File: src/rtl/uart_tx_queue_ctrl_if.sv
// -----------------------------------------------------------------------------
// uart_tx_queue_ctrl_if
// Handshake bundle between the CPU memory stage, the UART TX queue controller
// and the UART transmitter.
//
//   CPU side  : cpu_wr_valid, cpu_wr_data[7:0]  (store to the TX data address)
//               cpu_wr_ready, cpu_stall          (queue back-pressure)
//   UART side : uart_tx_data[7:0], uart_tx_valid (byte at queue head)
//               uart_tx_ready                    (transmitter accepts byte)
//
// Modports:
//   slave  - the queue controller (consumes CPU stores, produces UART bytes)
//   master - the surrounding environment (CPU + transmitter)
// -----------------------------------------------------------------------------
interface uart_tx_queue_ctrl_if;
   logic       cpu_wr_valid;
   logic [7:0] cpu_wr_data;
   logic       cpu_wr_ready;
   logic       cpu_stall;
   logic [7:0] uart_tx_data;
   logic       uart_tx_valid;
   logic       uart_tx_ready;

   modport slave (
      input  cpu_wr_valid,
      input  cpu_wr_data,
      input  uart_tx_ready,
      output cpu_wr_ready,
      output cpu_stall,
      output uart_tx_data,
      output uart_tx_valid
   );

   modport master (
      output cpu_wr_valid,
      output cpu_wr_data,
      output uart_tx_ready,
      input  cpu_wr_ready,
      input  cpu_stall,
      input  uart_tx_data,
      input  uart_tx_valid
   );
endinterface : uart_tx_queue_ctrl_if

File: src/rtl/uart_tx_queue_ctrl.sv
// -----------------------------------------------------------------------------
// uart_tx_queue_ctrl
// Buffers CPU stores to the UART TX data address in a DEPTH-entry FIFO and
// presents them to the UART transmitter through a valid/ready handshake.
// The CPU is stalled while the FIFO is full.
//
// Parameters:
//   DEPTH - FIFO entries, power of two, >= 2
//   CNT_W - width of the stall-cycle (drop) counter
//
// Ports:
//   clk               - rising-edge clock
//   rst_n             - asynchronous active-low reset
//   flush_i           - synchronous clear of the FIFO (wins over push/pop)
//   bus_if            - CPU store / UART TX handshake bundle (slave view)
//   tx_status_ready_o - not-full status bit for the UART control register
//   fifo_count_o      - current occupancy, 0..DEPTH
//   drop_count_o      - saturating count of stalled cycles
//
// Build option:
//   UART_TX_DROP_CNT_EN - when defined, drop_count_o is a saturating counter
//                         of cycles with cpu_stall=1; otherwise it is tied 0.
// -----------------------------------------------------------------------------
module uart_tx_queue_ctrl #(
   parameter int DEPTH = 8,
   parameter int CNT_W = 16
) (
   input  logic                     clk,
   input  logic                     rst_n,
   input  logic                     flush_i,
   uart_tx_queue_ctrl_if.slave      bus_if,
   output logic                     tx_status_ready_o,
   output logic [$clog2(DEPTH):0]   fifo_count_o,
   output logic [CNT_W-1:0]         drop_count_o
);

   localparam int PTR_W  = $clog2(DEPTH);
   localparam int CNT_FW = PTR_W + 1;

   localparam logic [PTR_W-1:0]  PTR_ONE  = PTR_W'(1'b1);
   localparam logic [PTR_W-1:0]  PTR_ZERO = {PTR_W{1'b0}};
   localparam logic [CNT_FW-1:0] CNT_ONE  = CNT_FW'(1'b1);
   localparam logic [CNT_FW-1:0] CNT_ZERO = {CNT_FW{1'b0}};
   localparam logic [CNT_FW-1:0] CNT_FULL = CNT_FW'(DEPTH);

   // Storage and state
   logic [7:0]        mem_q [DEPTH];
   logic [PTR_W-1:0]  wr_ptr_q, wr_ptr_d;
   logic [PTR_W-1:0]  rd_ptr_q, rd_ptr_d;
   logic [CNT_FW-1:0] count_q,  count_d;
   // Registered status flags, kept in step with count_q so the CPU-facing
   // ready and UART-facing valid come straight from flops.
   logic              wr_ready_q, wr_ready_d;
   logic              tx_valid_q, tx_valid_d;

   logic              push_s;
   logic              pop_s;
   logic              stall_s;

   // Handshake qualification; flush suppresses both transfers and the stall.
   always_comb begin
      push_s  = bus_if.cpu_wr_valid & wr_ready_q & ~flush_i;
      pop_s   = tx_valid_q & bus_if.uart_tx_ready & ~flush_i;
      stall_s = bus_if.cpu_wr_valid & ~wr_ready_q & ~flush_i;
   end

   // Pointer, occupancy and status-flag next-state.
   always_comb begin
      wr_ptr_d   = wr_ptr_q;
      rd_ptr_d   = rd_ptr_q;
      count_d    = count_q;
      wr_ready_d = wr_ready_q;
      tx_valid_d = tx_valid_q;
      if (flush_i) begin
         wr_ptr_d = PTR_ZERO;
         rd_ptr_d = PTR_ZERO;
         count_d  = CNT_ZERO;
      end else begin
         // Pointers are PTR_W bits wide, so they wrap modulo DEPTH for free.
         if (push_s) begin
            wr_ptr_d = wr_ptr_q + PTR_ONE;
         end else begin
            wr_ptr_d = wr_ptr_q;
         end
         if (pop_s) begin
            rd_ptr_d = rd_ptr_q + PTR_ONE;
         end else begin
            rd_ptr_d = rd_ptr_q;
         end
         case ({push_s, pop_s})
            2'b10:   count_d = count_q + CNT_ONE;
            2'b01:   count_d = count_q - CNT_ONE;
            default: count_d = count_q;
         endcase
      end
      wr_ready_d = (count_d != CNT_FULL);
      tx_valid_d = (count_d != CNT_ZERO);
   end

   // Control state registers.
   always_ff @(posedge clk or negedge rst_n) begin
      if (!rst_n) begin
         wr_ptr_q   <= PTR_ZERO;
         rd_ptr_q   <= PTR_ZERO;
         count_q    <= CNT_ZERO;
         wr_ready_q <= 1'b1;
         tx_valid_q <= 1'b0;
      end else begin
         wr_ptr_q   <= wr_ptr_d;
         rd_ptr_q   <= rd_ptr_d;
         count_q    <= count_d;
         wr_ready_q <= wr_ready_d;
         tx_valid_q <= tx_valid_d;
      end
   end

   // FIFO storage write; contents are don't-care after reset or flush.
   always_ff @(posedge clk) begin
      if (push_s) begin
         mem_q[wr_ptr_q] <= bus_if.cpu_wr_data;
      end
   end

   // Head of queue is read directly from the registered read pointer, so a
   // byte written at edge N is visible only after that edge (no bypass).
   assign bus_if.uart_tx_data  = mem_q[rd_ptr_q];
   assign bus_if.uart_tx_valid = tx_valid_q;
   assign bus_if.cpu_wr_ready  = wr_ready_q;
   assign bus_if.cpu_stall     = stall_s;
   assign tx_status_ready_o    = wr_ready_q;
   assign fifo_count_o         = count_q;

`ifdef UART_TX_DROP_CNT_EN
   logic [CNT_W-1:0] drop_cnt_q, drop_cnt_d;

   // Saturating stall-cycle counter; flush clears it ahead of any increment.
   always_comb begin
      drop_cnt_d = drop_cnt_q;
      if (flush_i) begin
         drop_cnt_d = {CNT_W{1'b0}};
      end else if (stall_s && (drop_cnt_q != {CNT_W{1'b1}})) begin
         drop_cnt_d = drop_cnt_q + CNT_W'(1'b1);
      end else begin
         drop_cnt_d = drop_cnt_q;
      end
   end

   // Drop counter register.
   always_ff @(posedge clk or negedge rst_n) begin
      if (!rst_n) begin
         drop_cnt_q <= {CNT_W{1'b0}};
      end else begin
         drop_cnt_q <= drop_cnt_d;
      end
   end

   assign drop_count_o = drop_cnt_q;
`else
   assign drop_count_o = {CNT_W{1'b0}};
`endif

endmodule : uart_tx_queue_ctrl

File: src/flat_wrapper.sv
// flat-port wrapper written by rule: the top's interface ports become plain ports
module uart_tx_queue_ctrl_flat 
#(
   parameter int DEPTH = 8,
   parameter int CNT_W = 16
)
  (clk, rst_n, flush_i, tx_status_ready_o, fifo_count_o, drop_count_o, bus_if_cpu_wr_valid, bus_if_cpu_wr_data, bus_if_uart_tx_ready, bus_if_cpu_wr_ready, bus_if_cpu_stall, bus_if_uart_tx_data, bus_if_uart_tx_valid);
  uart_tx_queue_ctrl_if bus_if_i ();
  input  logic clk;
  input  logic rst_n;
  input  logic flush_i;
  output logic tx_status_ready_o;
  output logic [$clog2(DEPTH):0] fifo_count_o;
  output logic [CNT_W-1:0] drop_count_o;
  input wire logic [$bits(bus_if_i.cpu_wr_valid)-1:0] bus_if_cpu_wr_valid;
  input wire logic [$bits(bus_if_i.cpu_wr_data)-1:0] bus_if_cpu_wr_data;
  input wire logic [$bits(bus_if_i.uart_tx_ready)-1:0] bus_if_uart_tx_ready;
  output wire logic [$bits(bus_if_i.cpu_wr_ready)-1:0] bus_if_cpu_wr_ready;
  output wire logic [$bits(bus_if_i.cpu_stall)-1:0] bus_if_cpu_stall;
  output wire logic [$bits(bus_if_i.uart_tx_data)-1:0] bus_if_uart_tx_data;
  output wire logic [$bits(bus_if_i.uart_tx_valid)-1:0] bus_if_uart_tx_valid;
  assign bus_if_i.cpu_wr_valid = bus_if_cpu_wr_valid;
  assign bus_if_i.cpu_wr_data = bus_if_cpu_wr_data;
  assign bus_if_i.uart_tx_ready = bus_if_uart_tx_ready;
  assign bus_if_cpu_wr_ready = bus_if_i.cpu_wr_ready;
  assign bus_if_cpu_stall = bus_if_i.cpu_stall;
  assign bus_if_uart_tx_data = bus_if_i.uart_tx_data;
  assign bus_if_uart_tx_valid = bus_if_i.uart_tx_valid;
  uart_tx_queue_ctrl #(.DEPTH(DEPTH), .CNT_W(CNT_W)) u_core (.clk(clk), .rst_n(rst_n), .flush_i(flush_i), .bus_if(bus_if_i), .tx_status_ready_o(tx_status_ready_o), .fifo_count_o(fifo_count_o), .drop_count_o(drop_count_o));
endmodule
File: config.mk
export PLATFORM = sky130hd
export DESIGN_NAME = uart_tx_queue_ctrl_flat
export DESIGN_NICKNAME = d
export VERILOG_FILES = /design/src/rtl/uart_tx_queue_ctrl_if.sv /design/src/rtl/uart_tx_queue_ctrl.sv /design/src/flat_wrapper.sv
export SDC_FILE = /design/constraint.sdc
export NUM_CORES = 1
export LEC_CHECK = 0
export BUFFER_PORTS_ARGS = -buffer_cell sky130_fd_sc_hd__buf_4
export CAP_MARGIN = 20
export CELL_PAD_IN_SITES_DETAIL_PLACEMENT = 0
export CELL_PAD_IN_SITES_GLOBAL_PLACEMENT = 1
export CORE_MARGIN = 4
export CORE_UTILIZATION = 48
export CTS_CLUSTER_SIZE = 12
export DETAILED_ROUTE_END_ITERATION = 8
export HOLD_SLACK_MARGIN = 0.08
export PLACE_DENSITY = 0.91
export SYNTH_ARGS = -nofsm -noshare
export SYNTH_HDL_FRONTEND = slang
export SYNTH_SLANG_ARGS = --single-unit
File: constraint.sdc
create_clock -name clk -period 2.5 [get_ports clk]
set_input_delay 0.125 -clock clk [delete_from_list [all_inputs] [get_ports clk]]
set_output_delay 0.125 -clock clk [all_outputs]
set_load 0.02 [all_outputs]
* Word level (Yosys, flattened, before mapping)
Memory sizes are Yosys's and may differ from the RTL's.
Cells that the tools add are included.
** Word-level totals
- RAM bits :: 64
- Memories kept :: 1
- Output and inout bits :: 32
- Logic and storage cells :: 32
- Flip-flop bits (word level) :: 12
- Input bits :: 13
** Memory list
- u_core.mem_q :: words 8, width 8, rd ports 1, clocked after Yosys merged registers in 0, write ports 1, RTL line uart_tx_queue_ctrl.sv:47 : logic [7:0] mem_q [DEPTH];
** Operators by class
- Equal/unequal tests :: 3
- Bitwise logic cells :: 8
- Reductions and logical operators :: 3
- Multiplexer cells :: 8
- $add $sub $neg :: 4
** Operator list (number)
- $mux W3 :: 4
- $pmux W4 S2 :: 1
- $add A3 B1 Y3 const B :: 2
- $and A1 B1 Y1 :: 6
- $add A4 B1 Y4 const B :: 1
- $mux W4 :: 1
- $ne A4 B4 Y1 const B :: 1
- $reduce_bool A2 Y1 :: 2
- $reduce_bool A4 Y1 :: 1
- $sub A4 B1 Y4 const B :: 1
- $eq A2 B1 Y1 const B :: 1
- $eq A2 B2 Y1 const B :: 1
- $mux W1 :: 2
- $not A1 Y1 :: 2

* Depth between registers and ports, before layout
- Depth in word-level cells :: 6
- Mapped depth :: 11
- Depth with buffers taken out :: 10

* Least setup slack after synthesis
OpenSTA, ideal clock, no wires.
- Path type :: reg-to-reg
- Start :: reg u_core.wr_ready_q (netlist: u_core.bus_if.cpu_wr_ready)
- End :: reg u_core.tx_valid_q (netlist: u_core.bus_if.uart_tx_valid)
- Setup slack :: 0.133 ns
- Cell stages (with the launch flop) :: 12
- Data arrival time :: 2.225 ns
- Clock period less this slack :: 2.367 ns
- Data required time :: 2.358 ns
- Setup time :: 0.142 ns
- Buffers on the path :: 1
- Cells stage by stage :: dfstp_2 > nand2_1 > nor2_1 > inv_1 > ha_1 > clkbuf_2 > xor2_1 > ha_1 > a21oi_1 > mux2i_1 > xnor2_1 > a41oi_1
** On the way
- Cells in the longest elaborated chain, start to end :: 6
- Elaborated cells between the ends (all ways) :: 7
- Classes of those cells :: eq/ne: 2; mux: 2; bitwise: 2; reduce/logical: 1
** Ends and longest elaborated chain
- start, declared :: RTL line uart_tx_queue_ctrl.sv:53 : logic wr_ready_q, wr_ready_d;
- start signal, assigned :: RTL line uart_tx_queue_ctrl.sv:112 : wr_ready_q <= wr_ready_d;
- $and A1 B1 Y1 * (2 in a row) :: RTL line uart_tx_queue_ctrl.sv:62 : push_s = bus_if.cpu_wr_valid & wr_ready_q & ~flush_i;
- $eq A2 B1 Y1 or $eq A2 B2 Y1 (tied branches) :: RTL line uart_tx_queue_ctrl.sv:90 : case ({push_s, pop_s})
- $pmux W4 S2 * :: RTL line uart_tx_queue_ctrl.sv:90
- $mux W4 * :: RTL line uart_tx_queue_ctrl.sv:74 : if (flush_i) begin
- $reduce_bool A4 Y1 * :: RTL line uart_tx_queue_ctrl.sv:97 : tx_valid_d = (count_d != CNT_ZERO);
- via u_core.tx_valid_d :: RTL line uart_tx_queue_ctrl.sv:54 : logic tx_valid_q, tx_valid_d;
- end signal, assigned :: RTL line uart_tx_queue_ctrl.sv:113 : tx_valid_q <= tx_valid_d;
- end, declared :: RTL line uart_tx_queue_ctrl.sv:54
The timed path passes the listed nets; every way through them passes the cells marked *.
A chain may end at the register's enable or synchronous reset.

* Final worst setup path
Same ends and word-level chain as after synthesis.

==> impl_metrics.py <==
metrics = {
    "logic_synthesis": {
        "yosysWarningCount": 0,
        "synth_cell_types": 38,
        "syn_area_sq_um": 3360,
        "yosysSeqAreaShare_pct": 66.2,
        "synth-seq-cells": 76,
        "syn_inst": 196,
        "synth_area_leaders": "edfxtp_1 57%, mux4_1 13%, dfrtp_1 8.2%",
        "synth_top_area_share_pct": 57.2,
        "avgSynthCellArea_sq_um": 17.1,
        "synth_area_leader_cell": "edfxtp_1",
    },
    "sta": {
        "report.final.setup_viol": 0,
        "whs_ps": 152,
        "finalCritPeriodShare_pct": 92.6,
        "period_minus_slack_ps": 2320,
        "finalClockSkew_ps": 11.6,
        "tightest_slew_ps": 711,
        "hold_viol": 0,
        "setup_tns_ps": 0,
        "fmax_mhz": 432,
        "slew_headroom_pct": 52.6,
        "rsz0062_at_grt": "no",
        "drv_slew": 0,
    },
    "worst_setup_path": {
        "endpoint_kind": "register",
        "worst-r2r-setup-slack_ps": 180,
        "worstReg2RegEnd": "u_core.bus_if.uart_tx_valid",
        "crit_type": "reg -> reg",
        "rr_worst_depth": 10,
        "startpoint_type": "register",
        "required_ps": 2710,
        "critPathMaxFanout": 8,
        "arrival_ps": 2530,
        "reg2reg_from": "u_core.bus_if.cpu_wr_ready",
    },
    "clocking": {
        "cts_root_buf": "clkbuf_8",
        "cts.htree.levels": 3,
        "path_clk_slew_ps": 80,
        "clock_sinks": 76,
        "cts_buffers": 9,
        "cts_tree": "built",
        "clk_latency_ps": 340,
        "cts.path.max_buffers": 2,
    },
    "global_routing": {
        "grt_pass1_vias": 1829,
        "grt_max_degree": 19,
        "grt_antenna_before_repair": 0,
        "grt_pass1_wl_mm": 9.19,
        "gr-total-overflow": 0,
        "grt_use_total_pct": 14.7,
    },
    "route": {
        "drtAntennaViolNets": 0,
        "vias_per_cell": 5.08,
        "drc": 0,
        "wire_per_inst_um": 16.3,
        "vias": 1767,
        "drt_pass1_iterations": 4,
        "routed_wl_mm": 5.69,
        "drtIter0Drc": 79,
    },
    "place": {
        "dp_hpwl_mm": 3.63,
        "routabilityCongestion": 0.715,
        "placed_area_sq_um": 3630,
        "io_buffer_count": 28,
    },
    "finish": {
        "nets": 265,
        "syn_to_final_growth_pct": 18.8,
        "utilization_pct": 58.7,
        "drive_gt1_share_pct": 26.6,
        "final_cell_area_sq_um": 3990,
        "diodes": 0,
    },
    "floorplan": {
        "rows": 30,
        "die_y_um": 91.7,
        "initial_utilization_pct": 49.4,
        "die_width_um": 91.7,
        "dieArea_sq_um": 8400,
        "ios": 45,
        "core_area_sq_um": 6790,
    },
    "outcome": {
        "status": "completed",
    },
    "run": {
        "drv_cap": 0,
    },
    "hold_path": {
        "hp-class": "in -> async",
    },
    "pwr": {
        "finalPower_uw": 2760,
        "p_per_area_nw_per_um2": 692,
        "p_leak_uw": 0.00149,
        "ir_drop_mv": 0.342,
    },
}
[cells in the mapped netlist]
cell type / n
and2_1: 1
a21bo_2: 1
o211ai_1: 1
nor2b_1: 1
nor2_1: 18
a41oi_1: 1
xnor2_1: 1
nand2_1: 7
nand2b_1: 2
mux2_2: 8
buf_6: 1
clkbuf_1: 4
edfxtp_1: 64
nand3b_1: 1
nor3b_1: 2
o41ai_1: 1
inv_1: 2
ha_1: 5
o2bb2ai_1: 1
nand4b_1: 1
mux4_1: 16
nand3_1: 4
clkbuf_2: 1
dfstp_2: 1
a21o_1: 1
buf_12: 1
a21oi_1: 5
mux2i_1: 2
nor3_1: 2
buf_2: 1
a211oi_1: 1
dfrtp_1: 11
or3_1: 1
or2_2: 1
or4b_1: 1
conb_1: 1
xor2_1: 6
buf_4: 17
[per-stage QoR]
stage	cells	setup slack, ps
after floorplan	211	133
after global placement	319	176
after detailed placement	319	111
after CTS	347	70.7
after global routing	348	11.7
final	348	184
[repair_timing]
action | in CTS | in global routing
endpoints found under the setup margin | 0 | 3
buffers inserted | 0 | 1
endpoints found under the hold margin | 87 | 0
hold buffers | 12 | 0
gates resized for setup | 0 | 2
[area by class of cell]
cell class	count	area, sq um
timing repair buffer	50	405
fill	524	2800
clock inverter	7	104
clock buffer	9	124
sequential	76	2220
inverter	2	7.51
multi-input combinational	108	1010
tap	96	120
[layout by cell type, fill, tap and decap left out, types with 2 or more instances in the layout]
cell type | netlist | routed
conb_1 | 1 | 16
inv_6 | 0 | 4
nand2_1 | 7 | 7
buf_4 | 17 | 38
nand3_1 | 4 | 4
nand2b_1 | 2 | 2
nor3_1 | 2 | 2
mux4_1 | 16 | 16
clkbuf_8 | 0 | 9
mux2i_1 | 2 | 2
nor3b_1 | 2 | 2
nor2_1 | 18 | 17
a21oi_1 | 5 | 5
dlygate4sd3_1 | 0 | 12
mux2_2 | 8 | 8
bufinv_16 | 0 | 2
xor2_1 | 6 | 6
ha_1 | 5 | 4
dfrtp_1 | 11 | 11
edfxtp_1 | 64 | 64
inv_1 | 2 | 2
[state kept, by name, indices dropped and copies added, names as in the netlist]
register	cells
u_core.fifo_count_o	4
u_core.wr_ptr_q	3
u_core.rd_ptr_q	3
u_core.bus_if.uart_tx_valid	1
u_core.bus_if.cpu_wr_ready	1
u_core.mem_q	64
[power by group]
| group | switching, uW | total, uW | leakage, uW | internal (uW) |
|---|---|---|---|---|
| logic | 153 | 288 | 0.000634 | 135 |
| registers | 23.2 | 1430 | 0.000738 | 1400 |
| clock network | 468 | 1050 | 0.000115 | 578 |
| total | 645 | 2760 | 0.00149 | 2110 |
[worst max-delay path: stages (launching register included)]
cell,delay (ps)
dfstp_2,560
nand2_1,120
nor2_2,130
inv_1,70
ha_2,220
xor2_1,180
ha_1,190
a21oi_1,160
mux2i_1,240
xnor2_1,180
a41oi_1,150
[cells by family after synthesis]
family	Yosys count	share of synthesized area (%)
buffers and inverters	27	5.70
muxes	26	15.8
and+or+nand+nor	42	6.03
AOI/OAI and AO/OA	12	2.50
adders and majority gates	5	1.86
DFF	76	66.2
other	1	0.112
xor gates and xnor gates	7	1.82
[how the worst max path moves through the flow]
| stage | from | end | slack, ps | cells after the start |
|---|---|---|---|---|
| floorplan | u_core.bus_if.cpu_wr_ready | u_core.bus_if.uart_tx_valid | 130 | 11 |
| global placement | u_core.bus_if.cpu_wr_ready | u_core.bus_if.uart_tx_valid | 180 | 10 |
| detailed placement | u_core.bus_if.cpu_wr_ready | u_core.bus_if.uart_tx_valid | 110 | 10 |
| CTS | u_core.bus_if.cpu_wr_ready | u_core.bus_if.uart_tx_valid | 70 | 10 |
| global route | u_core.bus_if.cpu_wr_ready | u_core.bus_if.uart_tx_valid | 10 | 10 |
| finish | u_core.bus_if.cpu_wr_ready | u_core.bus_if.uart_tx_valid | 180 | 10 |
[routing by layer]
layer | part of all wire, % | GRT usage [%] | wire length (um)
met1 | 43 | 18.1 | 2470
met2 | 51 | 24.7 | 2890
met3 | 4.2 | 3.69 | 240
met4 | 1.6 | 5.90 | 93
met5 | 0 | 0 | 0
(Power assumes the default switching activity.)
